--- src/rtl/speck_pkg.sv ---
// Shared constants and helpers for the Speck64/128 key schedule and round function.
package speck_pkg;

    localparam int unsigned W      = 32;
    localparam int unsigned ROUNDS = 27;
    localparam int unsigned IDX_W  = 5;
    localparam int unsigned ALPHA  = 8;
    localparam int unsigned BETA   = 3;
    localparam int unsigned KEY_W  = 128;

    // Master key layout {l2, l1, l0, k0}
    localparam int unsigned K0_LSB = 0;
    localparam int unsigned L0_LSB = 32;
    localparam int unsigned L1_LSB = 64;
    localparam int unsigned L2_LSB = 96;

    localparam logic [0:0] ST_IDLE = 1'b0;
    localparam logic [0:0] ST_RUN  = 1'b1;

    function automatic logic [W-1:0] rotr(input logic [W-1:0] v, input int unsigned s);
        return (v >> s) | (v << (W - s));
    endfunction

    function automatic logic [W-1:0] rotl(input logic [W-1:0] v, input int unsigned s);
        return (v << s) | (v >> (W - s));
    endfunction

endpackage

--- src/rtl/speck_key_sched_if.sv ---
// Round-key stream from the key schedule to the encryption core.
interface speck_key_sched_if;
    import speck_pkg::*;

    logic             rk_valid;
    logic             rk_ready;
    logic [W-1:0]     rk_data;
    logic [IDX_W-1:0] rk_idx;

    modport master (output rk_valid, output rk_data, output rk_idx, input rk_ready);
    modport slave  (input rk_valid, input rk_data, input rk_idx, output rk_ready);

endinterface

--- src/rtl/speck_round.sv ---
// Combinational Speck64 round: x' = (rotr(x,8)+y)^k, y' = rotl(y,3)^x'.
module speck_round
    import speck_pkg::*;
(
    input  logic [W-1:0] x_in,
    input  logic [W-1:0] y_in,
    input  logic [W-1:0] k_in,
    output logic [W-1:0] x_out,
    output logic [W-1:0] y_out
);

    assign x_out = (rotr(x_in, ALPHA) + y_in) ^ k_in;
    assign y_out = rotl(y_in, BETA) ^ x_out;

endmodule

--- src/rtl/speck_key_sched.sv ---
// Iterative Speck64/128 key expansion: emits rk[0..26] on a valid/ready stream.
module speck_key_sched
    import speck_pkg::*;
(
    input  logic                 clk,
    input  logic                 rst_n,
    input  logic                 start,
    input  logic [KEY_W-1:0]     key,
    speck_key_sched_if.master    rk,
    output logic                 busy,
    output logic                 done
);

    logic [0:0]       state, state_n;
    logic [W-1:0]     k, k_n;
    logic [W-1:0]     l0, l0_n;
    logic [W-1:0]     l1, l1_n;
    logic [W-1:0]     l2, l2_n;
    logic [IDX_W-1:0] idx, idx_n;
    logic             valid, valid_n;
    logic             busy_n;
    logic             done_n;

    logic [W-1:0]     new_l;
    logic [W-1:0]     next_k;
    logic             fire;
    logic             last;

    // Schedule step reuses the round function with the round index as its key
    speck_round u_step (
        .x_in  (l0),
        .y_in  (k),
        .k_in  ({{(W - IDX_W){1'b0}}, idx}),
        .x_out (new_l),
        .y_out (next_k)
    );

    assign fire = valid && rk.rk_ready;
    assign last = (idx == IDX_W'(ROUNDS - 1));

    always_ff @(posedge clk) begin
        if (!rst_n) begin
            state <= ST_IDLE;
            k     <= '0;
            l0    <= '0;
            l1    <= '0;
            l2    <= '0;
            idx   <= '0;
            valid <= 1'b0;
            busy  <= 1'b0;
            done  <= 1'b0;
        end else begin
            state <= state_n;
            k     <= k_n;
            l0    <= l0_n;
            l1    <= l1_n;
            l2    <= l2_n;
            idx   <= idx_n;
            valid <= valid_n;
            busy  <= busy_n;
            done  <= done_n;
        end
    end

    always_comb begin
        state_n = state;
        k_n     = k;
        l0_n    = l0;
        l1_n    = l1;
        l2_n    = l2;
        idx_n   = idx;
        valid_n = valid;
        busy_n  = busy;
        done_n  = 1'b0;
        case (state)
            ST_IDLE: begin
                if (start) begin
                    state_n = ST_RUN;
                    k_n     = key[K0_LSB +: W];
                    l0_n    = key[L0_LSB +: W];
                    l1_n    = key[L1_LSB +: W];
                    l2_n    = key[L2_LSB +: W];
                    idx_n   = '0;
                    valid_n = 1'b1;
                    busy_n  = 1'b1;
                end
            end
            ST_RUN: begin
                if (fire) begin
                    if (last) begin
                        // rk_data keeps the last key; only the index rewinds
                        state_n = ST_IDLE;
                        idx_n   = '0;
                        valid_n = 1'b0;
                        busy_n  = 1'b0;
                        done_n  = 1'b1;
                    end else begin
                        k_n   = next_k;
                        l0_n  = l1;
                        l1_n  = l2;
                        l2_n  = new_l;
                        idx_n = idx + IDX_W'(1);
                    end
                end
            end
            default: begin
                state_n = ST_IDLE;
                valid_n = 1'b0;
                busy_n  = 1'b0;
            end
        endcase
    end

    assign rk.rk_valid = valid;
    assign rk.rk_data  = k;
    assign rk.rk_idx   = idx;

endmodule

--- src/flat_wrapper.sv ---
// flat-port wrapper written by rule: the top's interface ports become plain ports
module speck_key_sched_flat import speck_pkg::*;
  (clk, rst_n, start, key, busy, done, rk_rk_valid, rk_rk_data, rk_rk_idx, rk_rk_ready);
  speck_key_sched_if rk_i ();
  input  logic clk;
  input  logic rst_n;
  input  logic start;
  input  logic [KEY_W-1:0] key;
  output logic busy;
  output logic done;
  output wire logic [$bits(rk_i.rk_valid)-1:0] rk_rk_valid;
  output wire logic [$bits(rk_i.rk_data)-1:0] rk_rk_data;
  output wire logic [$bits(rk_i.rk_idx)-1:0] rk_rk_idx;
  input wire logic [$bits(rk_i.rk_ready)-1:0] rk_rk_ready;
  assign rk_rk_valid = rk_i.rk_valid;
  assign rk_rk_data = rk_i.rk_data;
  assign rk_rk_idx = rk_i.rk_idx;
  assign rk_i.rk_ready = rk_rk_ready;
  speck_key_sched u_core (.clk(clk), .rst_n(rst_n), .start(start), .key(key), .rk(rk_i), .busy(busy), .done(done));
endmodule
--- config.mk ---
export PLATFORM = sky130hd
export DESIGN_NAME = speck_key_sched_flat
export DESIGN_NICKNAME = d
export VERILOG_FILES = /design/src/rtl/speck_pkg.sv /design/src/rtl/speck_key_sched_if.sv /design/src/rtl/speck_round.sv /design/src/rtl/speck_key_sched.sv /design/src/flat_wrapper.sv
export SDC_FILE = /design/constraint.sdc
export NUM_CORES = 1
export LEC_CHECK = 0
export CAP_MARGIN = 10
export CORE_ASPECT_RATIO = 0.8
export CORE_MARGIN = 4
export CORE_UTILIZATION = 45
export DETAILED_ROUTE_END_ITERATION = 10
export HOLD_SLACK_MARGIN = 0.12
export PLACE_DENSITY = 0.81
export SYNTH_ARGS = -nofsm -noshare
export SYNTH_HDL_FRONTEND = slang
export SYNTH_SLANG_ARGS = --single-unit
--- constraint.sdc ---
create_clock -name clk -period 3.55 [get_ports clk]
set_input_delay 0.71 -clock clk [delete_from_list [all_inputs] [get_ports clk]]
set_output_delay 0.71 -clock clk [all_outputs]
set_load 0.1 [all_outputs]
==> results.json, run 1 <==
{
  "synthFlopType": "dfxtp_1",
  "cts_setup_buffers": 0,
  "most-common-layout-cells": "clkdlybuf4s50_1 (136), dfxtp_1 (135), nor2_1 (123), a21oi_1 (92), a211oi_1 (84)",
  "status": "complete, no violations",
  "ys_types": 67,
  "timing_worst_setup_path_type": "reg2reg",
  "vias": 7827,
  "die-area_um2": 20000,
  "dpl.hpwl_um": 19200,
  "final_common_cell": "clkdlybuf4s50_1",
  "min_from": "u_core.l2[2]$_SDFFE_PN0P_",
  "synthArstFlopShare_pct": 0,
  "clk_pin_slew_ns": 0.06,
  "critical-path-max-stage-delay_ns": 0.44,
  "worstPathArrival_ns": 3.42,
  "timing.fmax_mhz": 320,
  "finClkSkew_ns": 0.0124,
  "ys_ff_latch": 136,
  "die_h_um": 127,
  "io_buffers": 171,
  "tightest_slew_ns": 0.989,
  "globalplace.congestion": 0.976,
  "cts.sinks": 136,
  "first_global_vias": 7361,
  "placed_area_um2": 9850,
  "clk_path_buf_depth": 2,
  "seq_area_frac_synth_pct": 33.9,
  "numPlacedInstances": 1303,
  "yosys-top-cells-area": "dfxtp_1 (34%), mux2i_1 (9.9%), a211oi_1 (7.9%)",
  "cts_hold_buffers": 0,
  "slew_viol_final": 0,
  "crit_required_ns": 3.84,
  "ys_warn_count": 0,
  "root_buffer": "clkbuf_16",
  "irDropWorstVdd_uv": 300,
  "antenna_left": 0,
  "rr_worst_depth": 12,
  "fin_util_pct": 60.0,
  "yosys.area.top_type": "dfxtp_1",
  "netlist_instances": 958,
  "drt-vias-per-instance": 5.86,
  "drv_cap": 0,
  "period_share_pct": 88.1,
  "die_w_um": 157,
  "r2r_setup_slack_ns": 0.42,
  "setup_violations": 0,
  "setup_tns_ns": 0,
  "ctsHtreeMaxLevel": 4,
  "grt_usage_pct": 25.6,
  "wirelength_um": 26100,
  "fillCellCount": 1512,
  "start_util_pct": 46.0,
  "netlist_area_um2": 8020,
  "holdCritPathClass": "reg2reg",
  "min_to": "u_core.l2[2]$_SDFFE_PN0P_",
  "period_needed_ns": 3.13,
  "num_io_pins": 172,
  "slew_headroom_pct": 33.8,
  "grt_pass1_wl_um": 40500,
  "cts_resized": 0,
  "nets": 1263,
  "initialDrtViolationCount": 782,
  "crit_chain": "ha_1, inv_1, fa_1, nor2b_4, o21ai_2, a21boi_1, o31a_1, o211ai_2, o31ai_2, mux2_1, a31oi_1, o21ai_1",
  "syn-num-nets": 1124,
  "numCtsBuffers": 17,
  "crit_start": "u_core.rk.rk_data[0]$_SDFFE_PN0P_",
  "crit_path_end_kind": "flop",
  "area_growth_pct": 30.3,
  "regToRegEndpoint": "u_core.rk.rk_data[24]$_SDFFE_PN0P_",
  "insertedDiodeCount": 0,
  "critPathSlowestCell": "fa_1",
  "syn_avg_cell_area_um2": 8.37,
  "tritoncts": "built",
  "power_leakage_uw": 0.00421,
  "start_kind": "flop",
  "grt_max_degree": 125,
  "synth_top_area_share_pct": 33.9,
  "drtPass1Iterations": 5,
  "cp_max_fo": 5,
  "overflow": 0,
  "layout.cells.non_filler": 1335,
  "pwr_density_cell_nw_per_um2": 487,
  "drive_gt1_share_pct": 9.28,
  "design_area_um2": 10500,
  "antenna_found_initial": 2,
  "rsz0062_at_grt": "false",
  "synth-edff-count": 0,
  "worstReg2RegStart": "u_core.rk.rk_data[0]$_SDFFE_PN0P_",
  "clkLatencyLatePin_ns": 0.43,
  "num_rows": 43,
  "min_path_cells": 2,
  "avgRoutedWirePerCell_um": 19.5,
  "drc": 0,
  "core_area_um2": 17400,
  "hold_viol_final": 0
}
## where the power goes
group | internal (µW) | total [µW] | leakage [µW] | switching (µW)
clock network | 1140 | 1840 | 0.000302 | 701
logic | 570 | 1460 | 0.00279 | 891
registers | 1660 | 1780 | 0.00112 | 123
## cell usage after synthesis (8+ instances only)
master / instances
xor2_1: 17
nor3_1: 9
nand3_1: 13
dfxtp_1: 136
mux2i_1: 79
a211oi_1: 84
nor2_1: 124
ha_1: 33
inv_1: 15
nand2_1: 66
xnor2_1: 47
o21ai_1: 21
and3_1: 8
a21o_1: 23
o21ai_0: 36
a21oi_1: 92
clkbuf_1: 58
## worst max-delay path by stage
stage,cells after the start,slack (ns),endpoint
2_1_floorplan,12,0.04,u_core.rk.rk_data[24]$_SDFFE_PN0P_
3_5_place_dp,12,0.48,u_core.rk.rk_data[24]$_SDFFE_PN0P_
4_1_cts,12,0.44,u_core.rk.rk_data[24]$_SDFFE_PN0P_
3_3_place_gp,12,0.57,u_core.rk.rk_data[24]$_SDFFE_PN0P_
6_report,12,0.42,u_core.rk.rk_data[24]$_SDFFE_PN0P_
5_1_grt,12,0.21,u_core.rk.rk_data[24]$_SDFFE_PN0P_
## critical path: cells and delay by family (launching register included)
kind            cells  cell delay [ns]
compound gates      7             1.37
mux                 1             0.36
flops               1             0.41
fa+ha+maj           2             0.66
simple gates        1             0.14
buf+inv             1             0.07
## sequential cells by signal (all words and copies together), names as in the netlist
signal	count
u_core.done	1
u_core.state	1
u_core.l1	32
u_core.l2	32
u_core.l0	32
u_core.busy	1
u_core.rk.rk_data	32
u_core.rk.rk_idx	5
## per-layer routing
layer	part of all wire, %	track usage (%)	vias to the layer above
li1	-	-	3753
met1	46	37.3	3676
met2	43	37.4	360
met3	10	7.69	34
met4	1.3	5.31	4
met5	0.054	0	-
## through the flow
step                power, µW  hold WS (ns)  setup slack (ns)
global route             5280         0.495             0.209
global placement         3240         0.449             0.574
detailed placement       3250         0.461             0.482
finish                   5090         0.465             0.421
CTS                      5080         0.467             0.438
floorplan                2790         0.432            0.0359
## logic make-up after synthesis
group | after synthesis | share of synthesized area (%)
AO/OA/AOI/OAI | 310 | 25.7
AND/OR/NAND/NOR | 246 | 13.2
flip-flops | 136 | 33.9
buffers and inverters | 85 | 4.10
multiplexers | 81 | 10.1
XOR/XNOR | 66 | 7.55
adder cells (fa/ha/maj) | 34 | 5.40
## area by class of cell
class / instances / area (µm²) / share of cell area (%)
flip-flops and latches: 136 / 2730 / 26.1
clock inverters: 11 / 145 / 1.39
well taps: 225 / 282 / 2.69
inverters: 16 / 60.1 / 0.575
repair buffers: 189 / 1800 / 17.2
multi-input cells: 737 / 4980 / 47.7
clock buffers: 21 / 460 / 4.41
Note: power is estimated with default switching activity, not from simulation.
==> inputs of run 2 (changes only) <==
CORE_UTILIZATION = 35   (was 45)
PLACE_DENSITY = 0.68   (was 0.81)
SKIP_LAST_GASP = 1   (was unset)
==> run 2 against run 1 <==
Via count is 2.2% lower. Register-to-register slack worse by 0.03 ns. Routed wire length is 4.5% higher. Flip-flop and latch count stayed put. Sequential share of layout area is 0.066 points higher. Die area is 27% higher. First-iteration DRC count is 49% lower. Clock skew is 0.0027 ns lower. Sequential power hardly changed. Power is 4.9% lower. Largest power group is now sequential cells. Highest routed layer unchanged.
==> results.json, run 2 (synthesized netlist as in run 1, its figures left out) <==
{
  "core_area_um2": 22500,
  "crit_path_end_kind": "flop",
  "most-common-layout-cells": "dfxtp_1 (135), clkdlybuf4s50_1 (132), nor2_1 (123), a21oi_1 (92), a211oi_1 (84)",
  "setup_tns_ns": 0,
  "layout.cells.non_filler": 1411,
  "timing_worst_setup_path_type": "reg2reg",
  "insertedDiodeCount": 0,
  "vias": 7652,
  "drive_gt1_share_pct": 9.32,
  "min_from": "u_core.l2[30]$_SDFFE_PN0P_",
  "nets": 1262,
  "power_leakage_uw": 0.00415,
  "antenna_found_initial": 2,
  "use_met3_pct": 7.00,
  "holdCritPathClass": "reg2reg",
  "die-area_um2": 25400,
  "min_path_cells": 2,
  "crit_required_ns": 3.85,
  "num_rows": 49,
  "drtPass1Iterations": 5,
  "use_met2_pct": 29.9,
  "initialDrtViolationCount": 402,
  "grtUsageMet1_pct": 30.0,
  "clkLatencyLatePin_ns": 0.42,
  "worstReg2RegStart": "u_core.rk.rk_data[0]$_SDFFE_PN0P_",
  "drc": 0,
  "start_kind": "flop",
  "finClkSkew_ns": 0.00968,
  "slew_viol_final": 0,
  "rsz0062_at_grt": "false",
  "fillCellCount": 2210,
  "final_common_cell": "dfxtp_1",
  "rr_worst_depth": 12,
  "numPlacedInstances": 1383,
  "wirelength_um": 27200,
  "antenna_left": 0,
  "slew_headroom_pct": 34.7,
  "numCtsBuffers": 17,
  "cts_resized": 0,
  "root_buffer": "clkbuf_16",
  "grt_usage_pct": 21.0,
  "num_io_pins": 172,
  "crit_start": "u_core.rk.rk_data[0]$_SDFFE_PN0P_",
  "clk_path_buf_depth": 2,
  "tritoncts": "built",
  "period_needed_ns": 3.16,
  "area_growth_pct": 29.9,
  "irDropWorstVdd_uv": 312,
  "timing.fmax_mhz": 317,
  "ctsHtreeMaxLevel": 4,
  "drv_cap": 0,
  "hold_viol_final": 0,
  "clk_pin_slew_ns": 0.06,
  "grt_busiest_layer": "met1",
  "globalplace.congestion": 0.899,
  "pwr_density_cell_nw_per_um2": 464,
  "cts_hold_buffers": 0,
  "status": "complete, no violations",
  "die_w_um": 177,
  "grt_pass1_wl_um": 41400,
  "cp_max_fo": 5,
  "cts_setup_buffers": 0,
  "fin_hold_ws_ns": 0.485,
  "cts.sinks": 136,
  "tightest_slew_ns": 0.976,
  "die_h_um": 143,
  "avgRoutedWirePerCell_um": 19.3,
  "dpl.hpwl_um": 20200,
  "setup_violations": 0,
  "overflow": 0,
  "drt-vias-per-instance": 5.42,
  "first_global_vias": 7258,
  "period_share_pct": 88.9,
  "grt_max_degree": 116,
  "worstPathArrival_ns": 3.46,
  "io_buffers": 171,
  "start_util_pct": 35.7
}
-- run 2: cell count changes in the layout (fill, tap and decap cells not counted) --
cell | before | now
buf_4 | 50 | 55
clkdlybuf4s50_1 | 136 | 132
buf_12 | 3 | 1
inv_6 | 2 | 0
clkinv_2 | 4 | 2
clkbuf_8 | 2 | 3
clkinvlp_4 | 0 | 3
clkbuf_1 | 2 | 1
bufinv_16 | 3 | 0
-- run 2: final cells by class --
type	instances	area (µm²)	share of cell area, %
flip-flops and latches	136	2730	26.2
clock inverters	7	50.0	0.480
well taps	306	383	3.67
clock buffers	21	470	4.51
repair buffers	188	1750	16.8
multi-input cells	737	4980	47.8
inverters	16	60.1	0.576
-- run 2: metal layers --
layer  up-vias  share of wire [%]
met2       290                 41
met5         -              0.081
met1      3556                 47
met4         4                2.4
li1       3755                  -
met3        47                8.8
-- run 2: final timing paths --
| path | slack (ns) | endpoint |
|---|---|---|
| worst max-delay path | 0.39 | u_core.rk.rk_data[24]$_SDFFE_PN0P_ |
| worst min-delay path | 0.48 | u_core.l2[30]$_SDFFE_PN0P_ |
| worst max register to register | 0.39 | u_core.rk.rk_data[24]$_SDFFE_PN0P_ |
| worst min register to register | 0.48 | u_core.l2[30]$_SDFFE_PN0P_ |
-- run 2: per-stage QoR --
step / utilization (%) / power, µW / setup WS [ns] / instance area (µm²)
final: 46.3 / 4840 / 0.394 / 10400
after global routing: 46.3 / 5050 / 0.221 / 10400
after CTS: 46.3 / 4850 / 0.435 / 10400
after detailed placement: 44.0 / 3250 / 0.461 / 9900
after global placement: 44.0 / 3240 / 0.482 / 9900
after floorplan: - / 2790 / 0.0359 / 8020
-- run 2: worst max-delay path: stages (launching register included) --
cell and delay (ns):
dfxtp_1 0.39, ha_1 0.23, inv_1 0.07, fa_1 0.43, nor2b_4 0.13, o21ai_2 0.06, a21boi_1 0.22, o31a_1 0.27
o211ai_2 0.22, o31ai_2 0.41, mux2_1 0.37, a31oi_1 0.17, o21ai_1 0.07
-- run 2: report_power, final --
group	switching (µW)	total (µW)	internal (µW)
registers	125	1790	1660
logic	884	1450	563
clock network	674	1600	930
total	1680	4840	3160
